$ cat src/rtl/vga_cap_pkg.sv
// Shared types, defaults and the pixel packing function for the VGA frame capture writer.
package vga_cap_pkg;

    typedef enum logic [1:0] {
        IDLE    = 2'd0,
        ARM     = 2'd1,
        CAPTURE = 2'd2,
        DONE    = 2'd3
    } cap_state_e;

    localparam int H_ACTIVE_DEF = 640;
    localparam int V_ACTIVE_DEF = 480;
    localparam int ADDR_W       = 19;

    // Palette index layout must match the palette ROM: {R[7:5], G[7:5], B[7:6]}
    function automatic logic [7:0] rgb332(input logic [7:0] r, input logic [7:0] g,
                                          input logic [7:0] b);
        return {r[7:5], g[7:5], b[7:6]};
    endfunction

endpackage

$ cat src/rtl/vga_in_stage.sv
// Stage-1 input registers for the VGA stream plus the inactive->active VS frame-edge detector.
module vga_in_stage #(
    parameter bit VS_ACT_LOW = 1'b1
) (
    input  logic       iVGA_CLK,
    input  logic       iRST_n,
    input  logic       hs_i,
    input  logic       vs_i,
    input  logic       blank_n_i,
    input  logic [7:0] r_i,
    input  logic [7:0] g_i,
    input  logic [7:0] b_i,
    output logic       hs_o,
    output logic       blank_n_o,
    output logic [7:0] r_o,
    output logic [7:0] g_o,
    output logic [7:0] b_o,
    output logic       frame_edge_o
);

    // Reset VS to its inactive level so leaving reset never looks like a frame edge
    localparam logic VS_IDLE = VS_ACT_LOW ? 1'b1 : 1'b0;

    logic       hs_q;
    logic       vs_q;
    logic       vs_prev_q;
    logic       blank_n_q;
    logic [7:0] r_q;
    logic [7:0] g_q;
    logic [7:0] b_q;
    logic       vs_act_s;
    logic       vs_prev_act_s;

    // Stage-1 sample of the incoming stream and the previous stage-1 VS
    always_ff @(posedge iVGA_CLK or negedge iRST_n) begin
        if (!iRST_n) begin
            hs_q      <= 1'b0;
            vs_q      <= VS_IDLE;
            vs_prev_q <= VS_IDLE;
            blank_n_q <= 1'b0;
            r_q       <= 8'd0;
            g_q       <= 8'd0;
            b_q       <= 8'd0;
        end else begin
            hs_q      <= hs_i;
            vs_q      <= vs_i;
            vs_prev_q <= vs_q;
            blank_n_q <= blank_n_i;
            r_q       <= r_i;
            g_q       <= g_i;
            b_q       <= b_i;
        end
    end

    assign vs_act_s      = vs_q ^ VS_ACT_LOW;
    assign vs_prev_act_s = vs_prev_q ^ VS_ACT_LOW;
    assign frame_edge_o  = vs_act_s & ~vs_prev_act_s;

    assign hs_o      = hs_q;
    assign blank_n_o = blank_n_q;
    assign r_o       = r_q;
    assign g_o       = g_q;
    assign b_o       = b_q;

endmodule

$ cat src/rtl/vga_frame_capture.sv
// Writer side of the VGA framebuffer: captures active pixels as RGB332 into the frame RAM
// under a start/stop handshake, single-shot or continuous.
module vga_frame_capture
    import vga_cap_pkg::*;
#(
    parameter int H_ACTIVE     = H_ACTIVE_DEF,
    parameter int V_ACTIVE     = V_ACTIVE_DEF,
    parameter int FRAME_PIXELS = H_ACTIVE * V_ACTIVE,
    parameter bit VS_ACT_LOW   = 1'b1
) (
    input  logic        iVGA_CLK,
    input  logic        iRST_n,
    input  logic        iSTART,
    input  logic        iCONT,
    input  logic        iSTOP,
    input  logic        iHS,
    input  logic        iVS,
    input  logic        iBLANK_n,
    input  logic [7:0]  iR,
    input  logic [7:0]  iG,
    input  logic [7:0]  iB,
    output logic        owren,
    output logic [18:0] oaddr,
    output logic [7:0]  odata,
    output logic        oBUSY,
    output logic        oDONE,
    output logic [7:0]  oFRAME_CNT,
    output logic        oOVF,
    output logic        oSHORT
);

    // One spare bit so the counter can reach FRAME_PIXELS and flag overflow without wrapping
    localparam int                 CNT_W = ADDR_W + 1;
    localparam logic [CNT_W-1:0]   FP_L  = CNT_W'(FRAME_PIXELS);
    localparam logic [CNT_W-1:0]   ONE_L = CNT_W'(1);

    cap_state_e         state_q, state_d;
    logic               cont_q, cont_d;
    logic [CNT_W-1:0]   addr_q, addr_d;
    logic               owren_q, owren_d;
    logic [ADDR_W-1:0]  oaddr_q, oaddr_d;
    logic [7:0]         odata_q, odata_d;
    logic               done_q, done_d;
    logic [7:0]         cnt_q, cnt_d;
    logic               ovf_q, ovf_d;
    logic               short_q, short_d;
    logic               busy_q, busy_d;

    logic               hs_s;
    logic               blank_s;
    logic [7:0]         r_s, g_s, b_s;
    logic               frame_edge_s;
    logic               room_s;
    logic               unused_hs_s;

    vga_in_stage #(
        .VS_ACT_LOW (VS_ACT_LOW)
    ) u_in_stage (
        .iVGA_CLK     (iVGA_CLK),
        .iRST_n       (iRST_n),
        .hs_i         (iHS),
        .vs_i         (iVS),
        .blank_n_i    (iBLANK_n),
        .r_i          (iR),
        .g_i          (iG),
        .b_i          (iB),
        .hs_o         (hs_s),
        .blank_n_o    (blank_s),
        .r_o          (r_s),
        .g_o          (g_s),
        .b_o          (b_s),
        .frame_edge_o (frame_edge_s)
    );

    assign unused_hs_s = hs_s;
    assign room_s      = (addr_q < FP_L);

    // FSM state register
    always_ff @(posedge iVGA_CLK or negedge iRST_n) begin
        if (!iRST_n) begin
            state_q <= IDLE;
        end else begin
            state_q <= state_d;
        end
    end

    // Next-state logic; an edge seen while still IDLE/DONE is not consumed by the arming start
    always_comb begin
        state_d = state_q;
        case (state_q)
            IDLE, DONE: begin
                if (iSTART) state_d = ARM;
                else        state_d = state_q;
            end
            ARM: begin
                if (frame_edge_s) state_d = CAPTURE;
                else              state_d = ARM;
            end
            CAPTURE: begin
                if (frame_edge_s) state_d = (cont_q & ~iSTOP) ? CAPTURE : DONE;
                else              state_d = CAPTURE;
            end
            default: state_d = IDLE;
        endcase
    end

    // Output/datapath next values; the frame edge wins over a coincident active pixel
    always_comb begin
        cont_d  = cont_q;
        addr_d  = addr_q;
        owren_d = 1'b0;
        oaddr_d = oaddr_q;
        odata_d = odata_q;
        done_d  = 1'b0;
        cnt_d   = cnt_q;
        ovf_d   = ovf_q;
        short_d = short_q;
        case (state_q)
            IDLE, DONE: begin
                if (iSTART) begin
                    cont_d  = iCONT & ~iSTOP;
                    cnt_d   = 8'd0;
                    ovf_d   = 1'b0;
                    short_d = 1'b0;
                end else begin
                    cont_d  = cont_q;
                end
            end
            ARM: begin
                cont_d = cont_q & ~iSTOP;
                if (frame_edge_s) addr_d = {CNT_W{1'b0}};
                else              addr_d = addr_q;
            end
            CAPTURE: begin
                cont_d = cont_q & ~iSTOP;
                if (frame_edge_s) begin
                    done_d  = 1'b1;
                    cnt_d   = cnt_q + 8'd1;
                    short_d = short_q | room_s;
                    addr_d  = {CNT_W{1'b0}};
                end else if (blank_s) begin
                    if (room_s) begin
                        owren_d = 1'b1;
                        oaddr_d = addr_q[ADDR_W-1:0];
                        odata_d = rgb332(r_s, g_s, b_s);
                        addr_d  = addr_q + ONE_L;
                    end else begin
                        ovf_d   = 1'b1;
                    end
                end else begin
                    addr_d = addr_q;
                end
            end
            default: begin
                cont_d = 1'b0;
            end
        endcase
        busy_d = (state_d == ARM) || (state_d == CAPTURE);
    end

    // Stage-2 write port, address counter and status registers
    always_ff @(posedge iVGA_CLK or negedge iRST_n) begin
        if (!iRST_n) begin
            cont_q  <= 1'b0;
            addr_q  <= {CNT_W{1'b0}};
            owren_q <= 1'b0;
            oaddr_q <= {ADDR_W{1'b0}};
            odata_q <= 8'd0;
            done_q  <= 1'b0;
            cnt_q   <= 8'd0;
            ovf_q   <= 1'b0;
            short_q <= 1'b0;
            busy_q  <= 1'b0;
        end else begin
            cont_q  <= cont_d;
            addr_q  <= addr_d;
            owren_q <= owren_d;
            oaddr_q <= oaddr_d;
            odata_q <= odata_d;
            done_q  <= done_d;
            cnt_q   <= cnt_d;
            ovf_q   <= ovf_d;
            short_q <= short_d;
            busy_q  <= busy_d;
        end
    end

    assign owren      = owren_q;
    assign oaddr      = oaddr_q;
    assign odata      = odata_q;
    assign oBUSY      = busy_q;
    assign oDONE      = done_q;
    assign oFRAME_CNT = cnt_q;
    assign oOVF       = ovf_q;
    assign oSHORT     = short_q;

endmodule
$ cat config.mk
export PLATFORM = sky130hd
export DESIGN_NAME = vga_frame_capture
export DESIGN_NICKNAME = d
export VERILOG_FILES = /design/src/rtl/vga_cap_pkg.sv /design/src/rtl/vga_in_stage.sv /design/src/rtl/vga_frame_capture.sv
export SDC_FILE = /design/constraint.sdc
export NUM_CORES = 1
export LEC_CHECK = 0
export ABC_CLOCK_PERIOD_IN_PS = 2400
export CORE_MARGIN = 4
export CORE_UTILIZATION = 30
export DETAILED_ROUTE_END_ITERATION = 8
export GPL_ROUTABILITY_DRIVEN = 0
export GPL_TIMING_DRIVEN = 0
export SLEW_MARGIN = 20
export SYNTH_ARGS = -nofsm -noshare
export SYNTH_HDL_FRONTEND = slang
export SYNTH_SLANG_ARGS = --single-unit
$ cat constraint.sdc
create_clock -name iVGA_CLK -period 2.4 [get_ports iVGA_CLK]
set_input_delay 0.24 -clock iVGA_CLK [delete_from_list [all_inputs] [get_ports iVGA_CLK]]
set_output_delay 0.24 -clock iVGA_CLK [all_outputs]
set_load 0.05 [all_outputs]
## Word-level counts from Yosys, hierarchy flattened

Index checks and enable logic that the tools add are counted.

| word-level totals | value |
|---|---|
| RAM bits | 0 |
| word-level logic and storage cells | 78 |
| ROM bits | 0 |
| latch bits | 0 |
| flip-flop bits (word level) | 90 |
| memories kept | 0 |

| cells by class | value |
|---|---|
| $lt $le $gt $ge | 1 |
| bitwise logic cells | 7 |
| reductions and logical operators | 10 |
| add/sub/neg operators | 2 |
| divide/modulo/power cells | 0 |
| equality and inequality tests | 13 |
| shift operators | 0 |
| muxes and demuxes | 28 |
| multipliers | 0 |

Operator list:

| kind | number |
|---|---|
| two-way mux 20 bit | 4 |
| one-hot mux 20 bit (2 select lines) | 1 |
| adder 20 x 1 -> 20 bit (second input constant) | 1 |
| < comparator 20 x 19 -> 1 bit (second input constant) | 1 |
| two-way mux 8 bit | 2 |
| one-hot mux 8 bit (2 select lines) | 1 |
| two-way mux 1 bit | 14 |
| != test 2 bit (second input constant) | 5 |
| adder 8 x 1 -> 8 bit (second input constant) | 1 |
| AND reduction 4 bit | 2 |
| == test 2 bit (second input constant) | 3 |
| one-hot mux 1 bit (2 select lines) | 3 |
| one-hot mux 2 bit (3 select lines) | 1 |
| AND reduction 5 bit | 1 |
| == test 2 x 1 -> 1 bit (second input constant) | 2 |
| two-way mux 2 bit | 2 |
| nonzero test 2 bit | 2 |
| OR reduction 2 bit | 2 |
| bitwise AND 1 bit | 3 |
| != test 3 x 2 -> 1 bit (second input constant) | 1 |
| != test 3 bit (second input constant) | 1 |
| NOT 1 bit | 3 |
| AND reduction 3 bit | 1 |
| zero test 2 bit | 1 |
| 3 further kinds | 3 |

## Longest topological paths before layout

| logic depth | value |
|---|---|
| word-level depth | 7 |
| depth in mapped cells | 9 |
| depth with buffers taken out | 7 |

## By module

From an unflattened synthesis, not the netlist that was laid out.

| second synthesis, totals | value |
|---|---|
| cells, all modules | 292 |
| area, all modules | 3628.5 µm² |

By module, submodules not included:

| module | times used | area each (µm²) | cells each | sequential area each (µm²) |
|---|---|---|---|---|
| vga_frame_capture | 1 | 2911.5 | 263 | 1576.5 |
| vga_in_stage | 1 | 716.9 | 29 | 703.2 |

## Worst setup path after synthesis

No wires, ideal clock.

| path | value |
|---|---|
| kind | reg2reg |
| start point | register state_q[1] |
| end point | register addr_q[17] |
| setup slack | 0.232 ns |
| cell stages (with the launch flop) | 8 |
| buffers on the path | 1 |
| setup time | 0.069 ns |
| clock period less this slack | 2.168 ns |
| arrival time | 2.099 ns |
| cells stage by stage | dfrtp_1 -> inv_1 -> ha_1 -> or3b_2 -> or3_1 -> clkbuf_2 -> or4_1 -> nand3_1 |

| between the ends | value |
|---|---|
| word-level cells in the longest chain between the ends | 3 |
| elaborated cells between the ends (all ways) | 8 |

Ends and longest elaborated chain:

| item | line | RTL |
|---|---|---|
| start: declaration | vga_frame_capture.sv:37 | `cap_state_e state_q, state_d;` |
| start signal: assignment | vga_frame_capture.sv:83 | `state_q <= state_d;` |
| == test 2 bit / == test 2 x 1 -> 1 bit (equally long branches) | vga_frame_capture.sv:118 | `case (state_q)` |
| != test 3 x 2 -> 1 bit (no source line) (tied with other cells) | n/a |  |
| AND reduction 4 bit (no source line) | n/a |  |
| end signal: assignment | vga_frame_capture.sv:165 | `addr_q <= {CNT_W{1'b0}};` |
| end signal: assignment | vga_frame_capture.sv:176 | `addr_q <= addr_d;` |
| end: declaration | vga_frame_capture.sv:39 | `logic [CNT_W-1:0] addr_q, addr_d;` |

Several ways; a longest one is shown, not always the timed one.
A chain may end at the register's enable or synchronous reset.

## Worst setup path after layout

| path | value |
|---|---|
| start point | register addr_q[14] |
| end point | register addr_q[14] |

| between the ends | value |
|---|---|
| word-level cells in the longest chain between the ends | 5 |
| elaborated cells between the ends (all ways) | 8 |

Ends and longest elaborated chain:

| item | line | RTL |
|---|---|---|
| adder 20 x 1 -> 20 bit | vga_frame_capture.sv:146 | `addr_d = addr_q + ONE_L;` |
| two-way mux 20 bit | vga_frame_capture.sv:142 | `if (room_s) begin` |
| two-way mux 20 bit | vga_frame_capture.sv:141 | `end else if (blank_s) begin` |
| two-way mux 20 bit | vga_frame_capture.sv:136 | `if (frame_edge_s) begin` |
| one-hot mux 20 bit (2 select lines) | vga_frame_capture.sv:118 |  |

Several ways; a longest one is shown, not always the timed one. The select of a mux whose other input is x is not followed.

==> summary.txt <==
Tcrit/Tclk final: 0.9255
Status: finished, final reports clean
Synthesized flop and latch total: 74
Gr ovfl total: 0
Synthesis Warnings: 0
Area post-placement: 3877 um2
Worst slew margin: 0.5556
Number of global-route vias before repair: 2,241
CP Launch Type: register
Starting Density: 0.3057
Slowest cell on the critical path: nor3_2
CP max stage delay: 0.57 ns
FMAX: 450.2 MHz
Drt via density: 4.856
Ys async rst share: 1.000
Max Root-Sink Buffers: 2
Routed Antenna Nets: 0
Setup-failing EPs final: 0
Total track usage: 0.1236
Min Hold Slack: 0.3220 ns
CTS tree: yes
Cells after Synth: 269
Layout area overhead: 32.46%
Share of layout cells above drive strength 1: 0.1837
Num CTS Buffers: 9
Sequential-to-total area share from yosys stat: 0.5902
Row count: 37
Kind of critical path: reg2reg
Number of flops mapped to enable cells by yosys: 0
First-pass GRT wire length: 11,420 um
Initial antenna violation count: 0
WL/cell: 14.23 um
Clock latency on the worst-skew pair: 0.35 ns
Syn Nets: 305
Commonest non-fill, non-tap cells in the layout: 72 x dfrtp_1, 53 x clkdlybuf4s50_1, 27 x mux2_2
1st-iter DRT viols: 77
Lkg Pwr: 1.795 nW
Worst EP required: 2.67 ns
Fin. max-slew vios: 0
Synth Area per Inst: 11.68 um2
Most common cell after layout, fill and taps aside: dfrtp_1
HPWL after detailed placement: 4690 um
Die H: 110.3 um
Core Region: 10,280 um2
Clock skew: 0.009253 ns
RSZ-0062 raised after global routing: no
Root Buffer: clkbuf_8
Critical-path maximum fanout: 10
Clock tree sinks: 74
Final hold viol count: 0
Port bufs: 54
Vias: 2,326
Min-delay worst type: in2reg
Worst IR drop on VDD: 0.0006323 V
Crit. End Element: register
H-tree depth: 3
Clock Pin Slew Worst Setup and Hold Paths: 0.08 ns
Post-layout net count: 374
Number of fill cells in the layout: 1,011
Pin count of the biggest net entering global routing: 49
Multi-input gate area: 1212 um2
Pwr/cell area: 910.1 nW/um2
Min Tclk post-route: 2.221 ns
Main synth FF type: dfrtp_1
Final antenna diode count: 0
Wirelength, routed: 6815 um
Die Span X: 110.3 um
Arrival @ worst endpoint: 2.49 ns
Crit-path cells: a211o_1, o21a_4, nor3_2, buf_4, nand3_1, mux2i_1
Netlist cell types: 49
# DRC: 0
Mapped cell area: 3142 um2
Slew @ Worst Pin: 0.6630 ns
DRT Pass-1 Iters: 4
Max Cap Viol: 0
Final Instance Area: 4161 um2
Die ar.: 12,170 um2
Num ports: 72
Register Area: 1854 um2
## per-stage QoR
| stage | setup TNS [ns] | worst slack, ns | utilization | cells | total power [mW] |
|---|---|---|---|---|---|
| 6_report | 0 | 0.1789 | 0.4049 | 479 | 3.787 |
| 5_1_grt | 0 | 0.03496 | 0.4049 | 479 | 3.984 |
| 4_1_cts | 0 | 0.05562 | 0.4044 | 479 | 3.843 |
| 3_5_place_dp | -5.549 | -0.2952 | 0.3773 | 460 | 2.618 |
| 3_3_place_gp | -115.65 | -1.531 | 0.3748 | 459 | 2.605 |
| 2_1_floorplan | 0 | 0.2320 | - | 269 | 2.236 |
## worst max-delay path: cells and delay by family, from the launching register on
family	cells	cell delay [ns]
muxes	1	0.16
and+or+nand+nor	2	0.66
AOI/OAI and AO/OA	2	0.57
DFF	1	0.45
buffers and inverters	1	0.30
## cells in the mapped netlist (all sizes together), types with 2 or more instances
cell type	number	area share
o211ai	2	0.0048
o41ai	2	0.0056
nand2	21	0.026
o21ai	14	0.022
nor2b	3	0.0060
or3	2	0.0044
o21a	2	0.0072
nor3	4	0.0096
nand4	5	0.010
mux2i	2	0.0064
a31oi	7	0.014
a21oi	16	0.025
a41oi	3	0.0084
xor2	6	0.017
nand2b	3	0.0060
and3	5	0.010
o31ai	2	0.0048
nand3	10	0.016
nor2	24	0.029
dfrtp	72	0.57
dfstp	2	0.017
clkbuf	4	0.0052
ha	4	0.016
buf	6	0.014
inv	6	0.0072
mux2	27	0.097
## final cells by class
type                            count  share of cell area
Inverter                            6            0.005412
Tap cell                          136             0.04089
Timing Repair Buffer               58              0.1419
Buffer                             10             0.01533
Clock inverter                      7             0.02977
Sequential cell                    74              0.4456
Clock buffer                        9             0.02977
Multi-Input combinational cell    179              0.2913
## registers in the layout, indices dropped and copies added, names as in the netlist, 2 cells and up
register,cells
u_in_stage.r_o,3
addr_q,20
state_q,2
oFRAME_CNT,8
u_in_stage.g_o,3
u_in_stage.b_o,2
oaddr,19
odata,8
## routing by layer
metal / routed length [um] / part of all wire / global-route usage / up-vias
met4: 99 / 0.015 / 0.04222 / 0
met5: 0 / 0 / 0 / -
met2: 3119 / 0.46 / 0.1898 / 62
met3: 415 / 0.061 / 0.04485 / 11
li1: - / - / - / 1113
met1: 3180 / 0.47 / 0.1618 / 1140
## where the power goes
| group | internal, mW | switching (mW) |
|---|---|---|
| Sequential | 1.39 | 0.0815 |
| Clock | 0.699 | 0.489 |
| Combinational | 0.402 | 0.725 |
## cell families after synthesis
logic type                 Yosys count  share of synthesized area
and+or+nand+nor                     83                     0.1314
adders and majority gates            4                    0.01593
xor gates and xnor gates             7                    0.01951
buffers and inverters               16                    0.02668
AOI/OAI and AO/OA                   56                     0.1131
muxes                               29                     0.1031
DFF                                 74                     0.5902
## path summary, 6_finish.rpt
kind | from | endpoint | slack (ns) | cells past startpoint
worst max-delay path | addr_q[14]$_DFFE_PN0P_ | addr_q[14]$_DFFE_PN0P_ | 0.18 | 6
worst min-delay path | iG[6] | u_in_stage.g_o[6]$_DFF_PN0_ | 0.32 | 1
worst max register to register | addr_q[14]$_DFFE_PN0P_ | addr_q[14]$_DFFE_PN0P_ | 0.18 | 6
worst min register to register | u_in_stage.vs_q$_DFF_PN1_ | u_in_stage.vs_prev_q$_DFF_PN1_ | 0.38 | 0
max in group asynchronous | iRST_n | u_in_stage.vs_prev_q$_DFF_PN1_ | 1.45 | 3
min in group asynchronous | iRST_n | oFRAME_CNT[4]$_DFFE_PN0P_ | 0.34 | 2
## timing repair
item	CTS	global route
hold buffers	1	0
resized for setup	1	3
setup endpoints to repair	27	2
pin swaps	1	0
hold endpoints to repair	26	0
setup buffers	2	0
(Power assumes the default switching activity.)
